File: config.mk
export PLATFORM = sky130hd
export DESIGN_NAME = tx_write_arbiter_flat
export DESIGN_NICKNAME = d
export VERILOG_FILES = /design/src/rtl/tx_write_arbiter_if.sv /design/src/rtl/tx_write_arbiter.sv /design/src/flat_wrapper.sv
export SDC_FILE = /design/constraint.sdc
export NUM_CORES = 1
export LEC_CHECK = 0
export ABC_CLOCK_PERIOD_IN_PS = 2500
export CAP_MARGIN = 20
export CORE_MARGIN = 2
export CORE_UTILIZATION = 39
export CTS_BUF_LIST = sky130_fd_sc_hd__clkbuf_4 sky130_fd_sc_hd__clkbuf_8 sky130_fd_sc_hd__clkbuf_16
export DETAILED_ROUTE_END_ITERATION = 10
export PLACE_DENSITY = 0.69
export SYNTH_ARGS = -nofsm -noshare
export SYNTH_HDL_FRONTEND = slang
export SYNTH_SLANG_ARGS = --single-unit
File: constraint.sdc
create_clock -name clk_i -period 2.5 [get_ports clk_i]
set_input_delay 0.25 -clock clk_i [delete_from_list [all_inputs] [get_ports clk_i]]
set_output_delay 0.25 -clock clk_i [all_outputs]
set_load 0.05 [all_outputs]
File: src/rtl/tx_write_arbiter_if.sv
// TX FIFO write-side bundle shared by host, control unit and arbiter.
// master drives requests, slave is the arbiter.
interface tx_write_arbiter_if #(
  parameter int DATA_WIDTH = 8
);
  logic [DATA_WIDTH-1:0] host_data_i;
  logic                  host_valid_i;
  logic                  host_ready_o;
  logic [DATA_WIDTH-1:0] cfg_data_i;
  logic                  cfg_write_i;
  logic                  cfg_busy_o;
  logic                  cfg_overrun_o;
  logic                  cfg_lock_req_i;
  logic                  cfg_lock_ack_o;
  logic                  tx_fifo_full_i;
  logic                  tx_fifo_write_o;
  logic [DATA_WIDTH-1:0] tx_fifo_data_o;

  modport master (
    output host_data_i, host_valid_i,
    output cfg_data_i, cfg_write_i,
    output cfg_lock_req_i, tx_fifo_full_i,
    input  host_ready_o, cfg_busy_o,
    input  cfg_overrun_o, cfg_lock_ack_o,
    input  tx_fifo_write_o, tx_fifo_data_o
  );

  modport slave (
    input  host_data_i, host_valid_i,
    input  cfg_data_i, cfg_write_i,
    input  cfg_lock_req_i, tx_fifo_full_i,
    output host_ready_o, cfg_busy_o,
    output cfg_overrun_o, cfg_lock_ack_o,
    output tx_fifo_write_o, tx_fifo_data_o
  );
endinterface

File: src/rtl/tx_write_arbiter.sv
// TX FIFO write-port arbiter: host vs. control-unit config traffic,
// config priority with host starvation limit and a drain/lock handshake.
module tx_write_arbiter #(
  parameter int DATA_WIDTH        = 8,
  parameter int HOST_STARVE_LIMIT = 4
) (
  input logic               clk_i,
  input logic               rst_n_i,
  tx_write_arbiter_if.slave bus
);

  typedef enum logic [1:0] {
    OPEN   = 2'd0,
    DRAIN  = 2'd1,
    LOCKED = 2'd2
  } state_e;

  typedef struct packed {
    logic                  valid;
    logic [DATA_WIDTH-1:0] data;
  } buf_t;

  localparam logic [3:0] LIMIT = 4'(HOST_STARVE_LIMIT);

  state_e     state_q, state_d;
  buf_t       host_q, cfg_q;
  logic [3:0] starve_q;
  logic       ack_q;
  logic       ovr_q;

  logic host_win, cfg_win;
  logic host_ready, cfg_busy;
  logic host_acc, cfg_acc;

  always_ff @(posedge clk_i or negedge rst_n_i) begin
    if (!rst_n_i) begin
      state_q <= OPEN;
      ack_q   <= 1'b0;
    end else begin
      state_q <= state_d;
      ack_q   <= (state_d == LOCKED);
    end
  end

  always_comb begin
    state_d = state_q;
    unique case (state_q)
      OPEN:
        if (bus.cfg_lock_req_i) state_d = DRAIN;
      DRAIN:
        if (!bus.cfg_lock_req_i)
          state_d = OPEN;
        else if (!host_q.valid || host_win)
          state_d = LOCKED;
      LOCKED:
        if (!bus.cfg_lock_req_i) state_d = OPEN;
      default:
        state_d = OPEN;
    endcase
  end

  // Nothing wins while the FIFO is full, so buffers and counter hold.
  always_comb begin
    host_win = 1'b0;
    cfg_win  = 1'b0;
    if (!bus.tx_fifo_full_i) begin
      host_win = host_q.valid
               & (!cfg_q.valid
                  | (state_q == DRAIN)
                  | ((state_q == OPEN) & (starve_q == LIMIT)));
      cfg_win  = cfg_q.valid & !host_win;
    end
    host_ready = (state_q == OPEN) & (!host_q.valid | host_win);
    cfg_busy   = cfg_q.valid & !cfg_win;
  end

  assign host_acc = bus.host_valid_i & host_ready;
  assign cfg_acc  = bus.cfg_write_i & !cfg_busy;

  assign bus.host_ready_o    = host_ready;
  assign bus.cfg_busy_o      = cfg_busy;
  assign bus.cfg_overrun_o   = ovr_q;
  assign bus.cfg_lock_ack_o  = ack_q;
  assign bus.tx_fifo_write_o = host_win | cfg_win;
  assign bus.tx_fifo_data_o  = host_win ? host_q.data
                             : cfg_win  ? cfg_q.data
                             : '0;

  always_ff @(posedge clk_i or negedge rst_n_i) begin
    if (!rst_n_i) begin
      host_q   <= '0;
      cfg_q    <= '0;
      starve_q <= '0;
      ovr_q    <= 1'b0;
    end else begin
      if (host_acc)
        host_q <= '{valid: 1'b1, data: bus.host_data_i};
      else if (host_win)
        host_q.valid <= 1'b0;

      if (cfg_acc)
        cfg_q <= '{valid: 1'b1, data: bus.cfg_data_i};
      else if (cfg_win)
        cfg_q.valid <= 1'b0;

      ovr_q <= bus.cfg_write_i & cfg_busy;

      if (!bus.tx_fifo_full_i) begin
        if (host_win || !host_q.valid)
          starve_q <= '0;
        else if (cfg_win && starve_q != LIMIT)
          starve_q <= starve_q + 4'd1;
      end
    end
  end

endmodule

File: src/flat_wrapper.sv
// flat-port wrapper written by rule: the top's interface ports become plain ports
module tx_write_arbiter_flat 
#(
  parameter int DATA_WIDTH        = 8,
  parameter int HOST_STARVE_LIMIT = 4
)
  (clk_i, rst_n_i, bus_host_data_i, bus_host_valid_i, bus_cfg_data_i, bus_cfg_write_i, bus_cfg_lock_req_i, bus_tx_fifo_full_i, bus_host_ready_o, bus_cfg_busy_o, bus_cfg_overrun_o, bus_cfg_lock_ack_o, bus_tx_fifo_write_o, bus_tx_fifo_data_o);
  tx_write_arbiter_if #(.DATA_WIDTH(DATA_WIDTH)) bus_i ();
  input logic clk_i;
  input logic rst_n_i;
  input wire logic [$bits(bus_i.host_data_i)-1:0] bus_host_data_i;
  input wire logic [$bits(bus_i.host_valid_i)-1:0] bus_host_valid_i;
  input wire logic [$bits(bus_i.cfg_data_i)-1:0] bus_cfg_data_i;
  input wire logic [$bits(bus_i.cfg_write_i)-1:0] bus_cfg_write_i;
  input wire logic [$bits(bus_i.cfg_lock_req_i)-1:0] bus_cfg_lock_req_i;
  input wire logic [$bits(bus_i.tx_fifo_full_i)-1:0] bus_tx_fifo_full_i;
  output wire logic [$bits(bus_i.host_ready_o)-1:0] bus_host_ready_o;
  output wire logic [$bits(bus_i.cfg_busy_o)-1:0] bus_cfg_busy_o;
  output wire logic [$bits(bus_i.cfg_overrun_o)-1:0] bus_cfg_overrun_o;
  output wire logic [$bits(bus_i.cfg_lock_ack_o)-1:0] bus_cfg_lock_ack_o;
  output wire logic [$bits(bus_i.tx_fifo_write_o)-1:0] bus_tx_fifo_write_o;
  output wire logic [$bits(bus_i.tx_fifo_data_o)-1:0] bus_tx_fifo_data_o;
  assign bus_i.host_data_i = bus_host_data_i;
  assign bus_i.host_valid_i = bus_host_valid_i;
  assign bus_i.cfg_data_i = bus_cfg_data_i;
  assign bus_i.cfg_write_i = bus_cfg_write_i;
  assign bus_i.cfg_lock_req_i = bus_cfg_lock_req_i;
  assign bus_i.tx_fifo_full_i = bus_tx_fifo_full_i;
  assign bus_host_ready_o = bus_i.host_ready_o;
  assign bus_cfg_busy_o = bus_i.cfg_busy_o;
  assign bus_cfg_overrun_o = bus_i.cfg_overrun_o;
  assign bus_cfg_lock_ack_o = bus_i.cfg_lock_ack_o;
  assign bus_tx_fifo_write_o = bus_i.tx_fifo_write_o;
  assign bus_tx_fifo_data_o = bus_i.tx_fifo_data_o;
  tx_write_arbiter #(.DATA_WIDTH(DATA_WIDTH), .HOST_STARVE_LIMIT(HOST_STARVE_LIMIT)) u_core (.clk_i(clk_i), .rst_n_i(rst_n_i), .bus(bus_i));
endmodule
==> run summary, run 1 <==
crit path max fanout -> 8
share of cells above drive strength 1 -> 0.331
global route total overflow -> 0
Metal-1 WL -> 1.09 mm
Tmin final -> 2.37 ns
Seq pwr share -> 0.358
total global-route track usage -> 0.164
drt pass-1 iters -> 4
Post-Synth Simple-Gate Area -> 0.136
Yosys cell types -> 34
Max Used Layer -> met4
clk buf depth -> 2
FF-to-FF path depth -> 7
Crit-path slowest cell -> dfrtp_1
Critical Path Stages -> 8
GP Congestion -> 0.801
Layout Skew -> 0.00123 ns
post-cts hold buffer count -> 0
Max-Cap Viols -> 0
WL per Instance -> 13.8 um
Die W -> 61.2 um
Net count, final -> 170
final hold vios -> 0
Sequential Area -> 651 um2
top post-synthesis cells by area -> dfrtp_1 51%, mux2_2 14%, a22o_1 5.5%, mux2i_1 2.4%, o41ai_4 2.2%
Layout area overhead -> 45.9%
Startpoint Class -> flop
HPWL after detailed placement -> 1.91 mm
DIE AREA -> 3750 um2
routed vias -> 947
largest net degree at the start of global routing -> 27
H-Tree Depth -> 1
starting density of the core -> 0.415
first-pass GRT wire length -> 4.60 mm
remaining antenna violation count -> 0
part of the power in the clock network -> 0.114
syn_nets -> 128
P_sw -> 706 uW
Critical Path Max Stage Delay -> 0.40 ns
period utilization -> 0.949
CTS Buf Count -> 3
WS Path Type -> flop to output port
register area share after synthesis -> 0.510
Top Ports -> 35
initial antenna violation count -> 0
CP Capture Type -> output port
RSZ-0062 raised after global routing -> no
final wirelength -> 2.61 mm
area of the mapped netlist -> 1280 um2
crit-path cells -> inv_1, ha_2, and4bb_2, nor3_4, nor3_2, buf_4, a22o_1, buf_12
maximum vdd drop -> 0.540 mV
row cnt -> 20
setup TNS -> 0 ns
Gate power share -> 0.528
Core Box Area -> 3080 um2
Die Y -> 61.2 um
worst-margin pin slew -> 0.520 ns
Synth Area in XOR/XNOR -> 0.00686
Compound-Gate Fraction of Synth Area -> 0.134
Lkg Pwr -> 0.000822 uW
initial DRC count -> 31
top-area cell type share of the netlist area -> 0.510
DR WL met2 -> 1.33 mm
vias per cell -> 5.01
switching part of the total -> 0.384
CTS clock-pin slew for the worst setup and hold paths -> 0.14 ns
fill cell count -> 268
Min-Delay Path Class -> primary input to asynchronous set/reset pin
synthesis-stage register bit count -> 26
Yosys warnings -> 0
# DRC -> 0
largest family of logic cells by synthesized area -> multiplexers
area leader, netlist -> dfrtp_1
hold_ws -> 0.293 ns
Antenna Diode Count -> 0
fin. max-slew vios -> 0
clock sink count -> 26
Int Pwr -> 1130 uW
Multi-input gate area -> 624 um2
CP required -> 2.25 ns
Worst-Skew Late Latency -> 0.31 ns
crit path DAT -> 2.12 ns
final setup fails -> 0
port buffer count -> 34
f_max -> 422 MHz
metal3 WL -> 182 um
crit-path leading delay family -> simple AND/OR/NAND/NOR gates
outcome -> completed
CTS root buffer -> clkbuf_4
multiplexer share of the synthesized area -> 0.165
CTS tree -> yes
Syn Inst Count -> 104
syn_area_per_cell -> 12.3 um2
number of global-route vias before repair -> 1033
worst path buffer plus inverter count -> 3
Max-slew headroom -> 0.652
Synth Area in Adders -> 0.0196
power density over the cells -> 987 nW/um2
## stage by stage
stage / instances / util / power [uW] / instance area, um2 / setup slack (ns)
after detailed placement: 184 / 0.579 / 1600 / 1780 / 0.246
after global routing: 189 / 0.605 / 1960 / 1860 / 0.00276
after floorplan: 104 / - / 1220 / 1280 / 0.0938
final: 189 / 0.605 / 1840 / 1860 / 0.128
after CTS: 188 / 0.593 / 1820 / 1830 / 0.0165
after global placement: 184 / 0.579 / 1580 / 1780 / 0.339
## Yosys cell counts
cell / instances
nor3_1: 1
nand3b_1: 2
o21bai_1: 1
xnor2_1: 1
a31oi_2: 1
o21ai_0: 1
a31oi_1: 1
or2_2: 1
ha_1: 2
dfrtp_1: 26
and4bb_2: 1
a22o_1: 8
o21a_1: 1
mux2i_1: 3
nor3b_1: 1
o31a_1: 1
o41ai_4: 1
a21oi_1: 2
buf_2: 2
mux2_2: 16
nor2_1: 6
nor2b_4: 1
and2_1: 2
and3_1: 1
nor2b_1: 2
clkbuf_1: 1
o32ai_1: 1
and3b_1: 1
a21boi_0: 1
inv_1: 5
inv_2: 1
nor3_2: 2
nand2_1: 3
nand3_1: 4
## state kept, by name (all words and copies together) (netlist names)
register and cells:
u_core.cfg_q 9, u_core.host_q 9, u_core.starve_q 4, u_core.state_q 2
u_core.bus.cfg_lock_ack_o 1, u_core.bus.cfg_overrun_o 1
## cell type report
cell class                 count  area share
sequential                    26       0.349
multi-input combinational     69       0.335
inverter                       6      0.0121
tap                           44      0.0296
clock buffer                   4      0.0195
timing repair buffer          40       0.254
## routing by layer
layer / track usage / up-vias
met5: 0 / -
met4: 0.0466 / 0
met3: 0.0441 / 2
met2: 0.280 / 28
met1: 0.203 / 462
li1: - / 455
## kinds of logic after synthesis
group / Yosys count
multiplexers: 19
adder cells (fa/ha/maj): 2
buffers and inverters: 9
AO/OA/AOI/OAI: 19
XOR/XNOR: 1
flip-flops: 26
AND/OR/NAND/NOR: 28
## placed cells by master (no fill, tap or decap), types with 2 or more instances in the layout
master,n
and2_1,2
nand2_1,3
nor2_1,6
a22o_4,2
mux2_2,16
inv_1,5
clkdlybuf4s50_1,24
a21oi_1,2
a22o_1,6
nand3_1,4
buf_4,7
buf_12,9
mux2i_1,3
nand3b_1,2
nor2b_1,2
clkbuf_4,3
dfrtp_1,26
## worst paths after layout
path	start	to	slack, ns
max reg2reg	u_core.starve_q[0]	u_core.cfg_q[3]	0.63
min	rst_n_i	u_core.starve_q[2]	0.29
min in group clk_i	u_core.cfg_q[6]	u_core.cfg_q[6]	0.52
max in group asynchronous	rst_n_i	u_core.cfg_q[2]	1.96
min reg2reg	u_core.cfg_q[6]	u_core.cfg_q[6]	0.52
max	u_core.starve_q[0]	bus_tx_fifo_data_o[7]	0.13
## power by group through the flow
stage | sequential [uW] | combinational [uW] | clock [uW]
6_report | 658 | 971 | 209
2_1_floorplan | 644 | 577 | 0
3_5_place_dp | 663 | 936 | 0
4_1_cts | 654 | 946 | 222
3_3_place_gp | 665 | 917 | 0
5_1_grt | 682 | 1040 | 238
## timing repair
item / CTS / global route
setup endpoints to repair: 8 / 9
resized for setup: 2 / 4
setup buffers: 0 / 1
pin swaps: 0 / 1
Power figures use the tool's default switching activity.
==> inputs of run 2 (changes only) <==
--- a/config.mk
+++ b/config.mk
@@ -11,7 +11,8 @@
 export CORE_UTILIZATION = 39
 export CTS_BUF_LIST = sky130_fd_sc_hd__clkbuf_4 sky130_fd_sc_hd__clkbuf_8 sky130_fd_sc_hd__clkbuf_16
 export DETAILED_ROUTE_END_ITERATION = 10
-export PLACE_DENSITY = 0.69
+export DONT_BUFFER_PORTS = 1
+export PLACE_DENSITY = 0.55
 export SYNTH_ARGS = -nofsm -noshare
 export SYNTH_HDL_FRONTEND = slang
 export SYNTH_SLANG_ARGS = --single-unit
==> run 2 against run 1 <==
Effect of this change: via count down 9.4%; combinational power down 20%; non-clock buffer count down 18; cell area down 15%; total power down 5.2%; sequential share of layout area up 6.3 points; count of clock-buffer cells in the layout down 1; global-route usage down 1.5 points; wire length down 2.9%; cell count down 9.5%; critical path depth unchanged; register-to-register slack worse by 0.10 ns; critical endpoint is now bus_tx_fifo_data_o[4]; largest power group unchanged; highest routed layer is now met3.
==> run summary, run 2 (synthesized netlist as in run 1, its figures left out) <==
final setup fails -> 0 (unchanged)
share of cells above drive strength 1 -> 0.409 (+0.0784)
initial DRC count -> 23 (-26%)
f_max -> 418 MHz (-0.87%)
drt pass-1 iters -> 4 (unchanged)
fin. max-slew vios -> 0 (unchanged)
Die Y -> 61.2 um (unchanged)
total global-route track usage -> 0.148 (-0.0154)
Top Ports -> 35 (unchanged)
CP required -> 2.25 ns (about the same)
outcome -> completed
GP Congestion -> 0.830 (+3.6%)
Layout Skew -> 0.00567 ns (+0.00444 ns)
CTS clock-pin slew for the worst setup and hold paths -> 0.14 ns (about the same)
Layout area overhead -> 23.7%
HPWL after detailed placement -> 1.86 mm (-2.8%)
row cnt -> 20 (unchanged)
Pwr Total -> 1740 uW (-5.2%)
Max-slew headroom -> 0.677 (+0.0254)
Lkg Pwr -> 0.000730 uW (-11%)
DIE AREA -> 3750 um2 (unchanged)
Place WS -> 0.331 ns (+0.0847 ns)
Min-Delay Path Class -> primary input to flop
CP Capture Type -> output port
setup TNS -> 0 ns (unchanged)
WS Path Type -> flop to output port
CTS tree -> yes
largest net degree at the start of global routing -> 27 (unchanged)
worst-margin pin slew -> 0.484 ns (-0.0362 ns)
maximum vdd drop -> 0.637 mV (+18%)
biggest regs -> u_core.cfg_q: 9 flops, u_core.host_q: 9 flops, u_core.starve_q: 4 flops
fill cell count -> 304 (+13%)
# DRC -> 0 (unchanged)
CTS Buf Count -> 3 (unchanged)
WL per Instance -> 14.8 um (+7.3%)
vias per cell -> 5.02 (+0.14%)
first-pass GRT wire length -> 4.04 mm (-12%)
clk buf depth -> 2 (unchanged)
port buffer count -> 0 (-100%)
hold_ws -> 0.0413 ns (-0.252 ns)
crit path DAT -> 2.14 ns (+0.02 ns)
final wirelength -> 2.54 mm (-2.9%)
Worst-Skew Late Latency -> 0.31 ns (about the same)
crit path max fanout -> 4 (-4)
Core Box Area -> 3080 um2 (unchanged)
Worst Hold Depth -> 1
Tmin final -> 2.39 ns (+0.0209 ns)
clock sink count -> 26 (unchanged)
fin worst setup slack -> 0.107 ns (-0.0209 ns)
H-Tree Depth -> 1 (unchanged)
CTS root buffer -> clkbuf_4
starting density of the core -> 0.415 (unchanged)
FF-to-FF path depth -> 7 (unchanged)
number of global-route vias before repair -> 862 (-17%)
Die W -> 61.2 um (unchanged)
period utilization -> 0.957 (+0.00837)
global route total overflow -> 0 (unchanged)
most frequent cells in the layout -> 26 x dfrtp_1, 18 x buf_4, 16 x mux2_2
initial antenna violation count -> 0 (unchanged)
routed vias -> 858 (-9.4%)
Net count, final -> 152 (-11%)
final hold vios -> 0 (unchanged)
Antenna Diode Count -> 0 (unchanged)
Max-Cap Viols -> 0 (unchanged)
power density over the cells -> 1100 nW/um2 (+12%)
commonest non-fill, non-tap cell in the layout -> dfrtp_1
remaining antenna violation count -> 0 (unchanged)
Startpoint Class -> flop
-- run 2: cell count changes in the layout (fill, tap and decap cells not counted), moves of 2 or more --
cell	before	now
a22o_1	6	8
a22o_4	2	0
buf_12	9	1
buf_4	7	18
buf_6	0	2
clkdlybuf4s50_1	24	0
-- run 2: where the power goes --
group	switching, uW	internal, uW
logic	435	346
clock network	120	162
registers	120	559
-- run 2: through the flow --
stage,instances,cell area (um2),util
finish,171,1580,0.513
global route,171,1580,0.513
CTS,165,1520,0.493
detailed placement,159,1430,0.464
global placement,159,1430,0.464
floorplan,104,1280,-
-- run 2: critical path, stage by stage (launching register included) --
cell	delay [ns]
dfrtp_1	0.37
inv_1	0.07
ha_2	0.20
and4bb_2	0.25
nor3_4	0.29
nor3_4	0.08
buf_4	0.16
a22o_1	0.23
buf_4	0.19
-- run 2: final cells by class --
cell class	instances	area, um2	area share
sequential	26	651	0.412
clock buffer	3	22.5	0.0143
multi-input combinational	69	611	0.387
tap	44	55.1	0.0349
timing repair buffer	22	188	0.119
inverter	6	22.5	0.0143
clock inverter	1	30.0	0.0190
-- run 2: final timing paths --
kind / startpoint / to / slack (ns)
hold / removal: bus_cfg_write_i / u_core.cfg_q[8] / 0.04
setup / recovery: u_core.starve_q[0] / bus_tx_fifo_data_o[4] / 0.11
setup reg to reg: u_core.starve_q[0] / u_core.cfg_q[6] / 0.53
min in group asynchronous: rst_n_i / u_core.host_q[0] / 0.35
hold reg to reg: u_core.cfg_q[3] / u_core.cfg_q[3] / 0.52
max in group asynchronous: rst_n_i / u_core.cfg_q[6] / 1.99
-- run 2: routing by layer --
layer  up-vias  track usage  wire length (um)
met5         -            0                 0
met4         0       0.0373                 0
met3         0       0.0399               124
met2        18        0.243              1270
met1       423        0.196              1140
li1        417            -                 -
-- run 2: timing repair --
item / 4_1_cts / 5_1_grt
hold buffers: 2 / 0
buffers inserted: 0 / 6
gates resized for setup: 1 / 5
setup endpoints to repair: 8 / 8
hold endpoints to repair: 26 / 0
pin swaps: 0 / 2
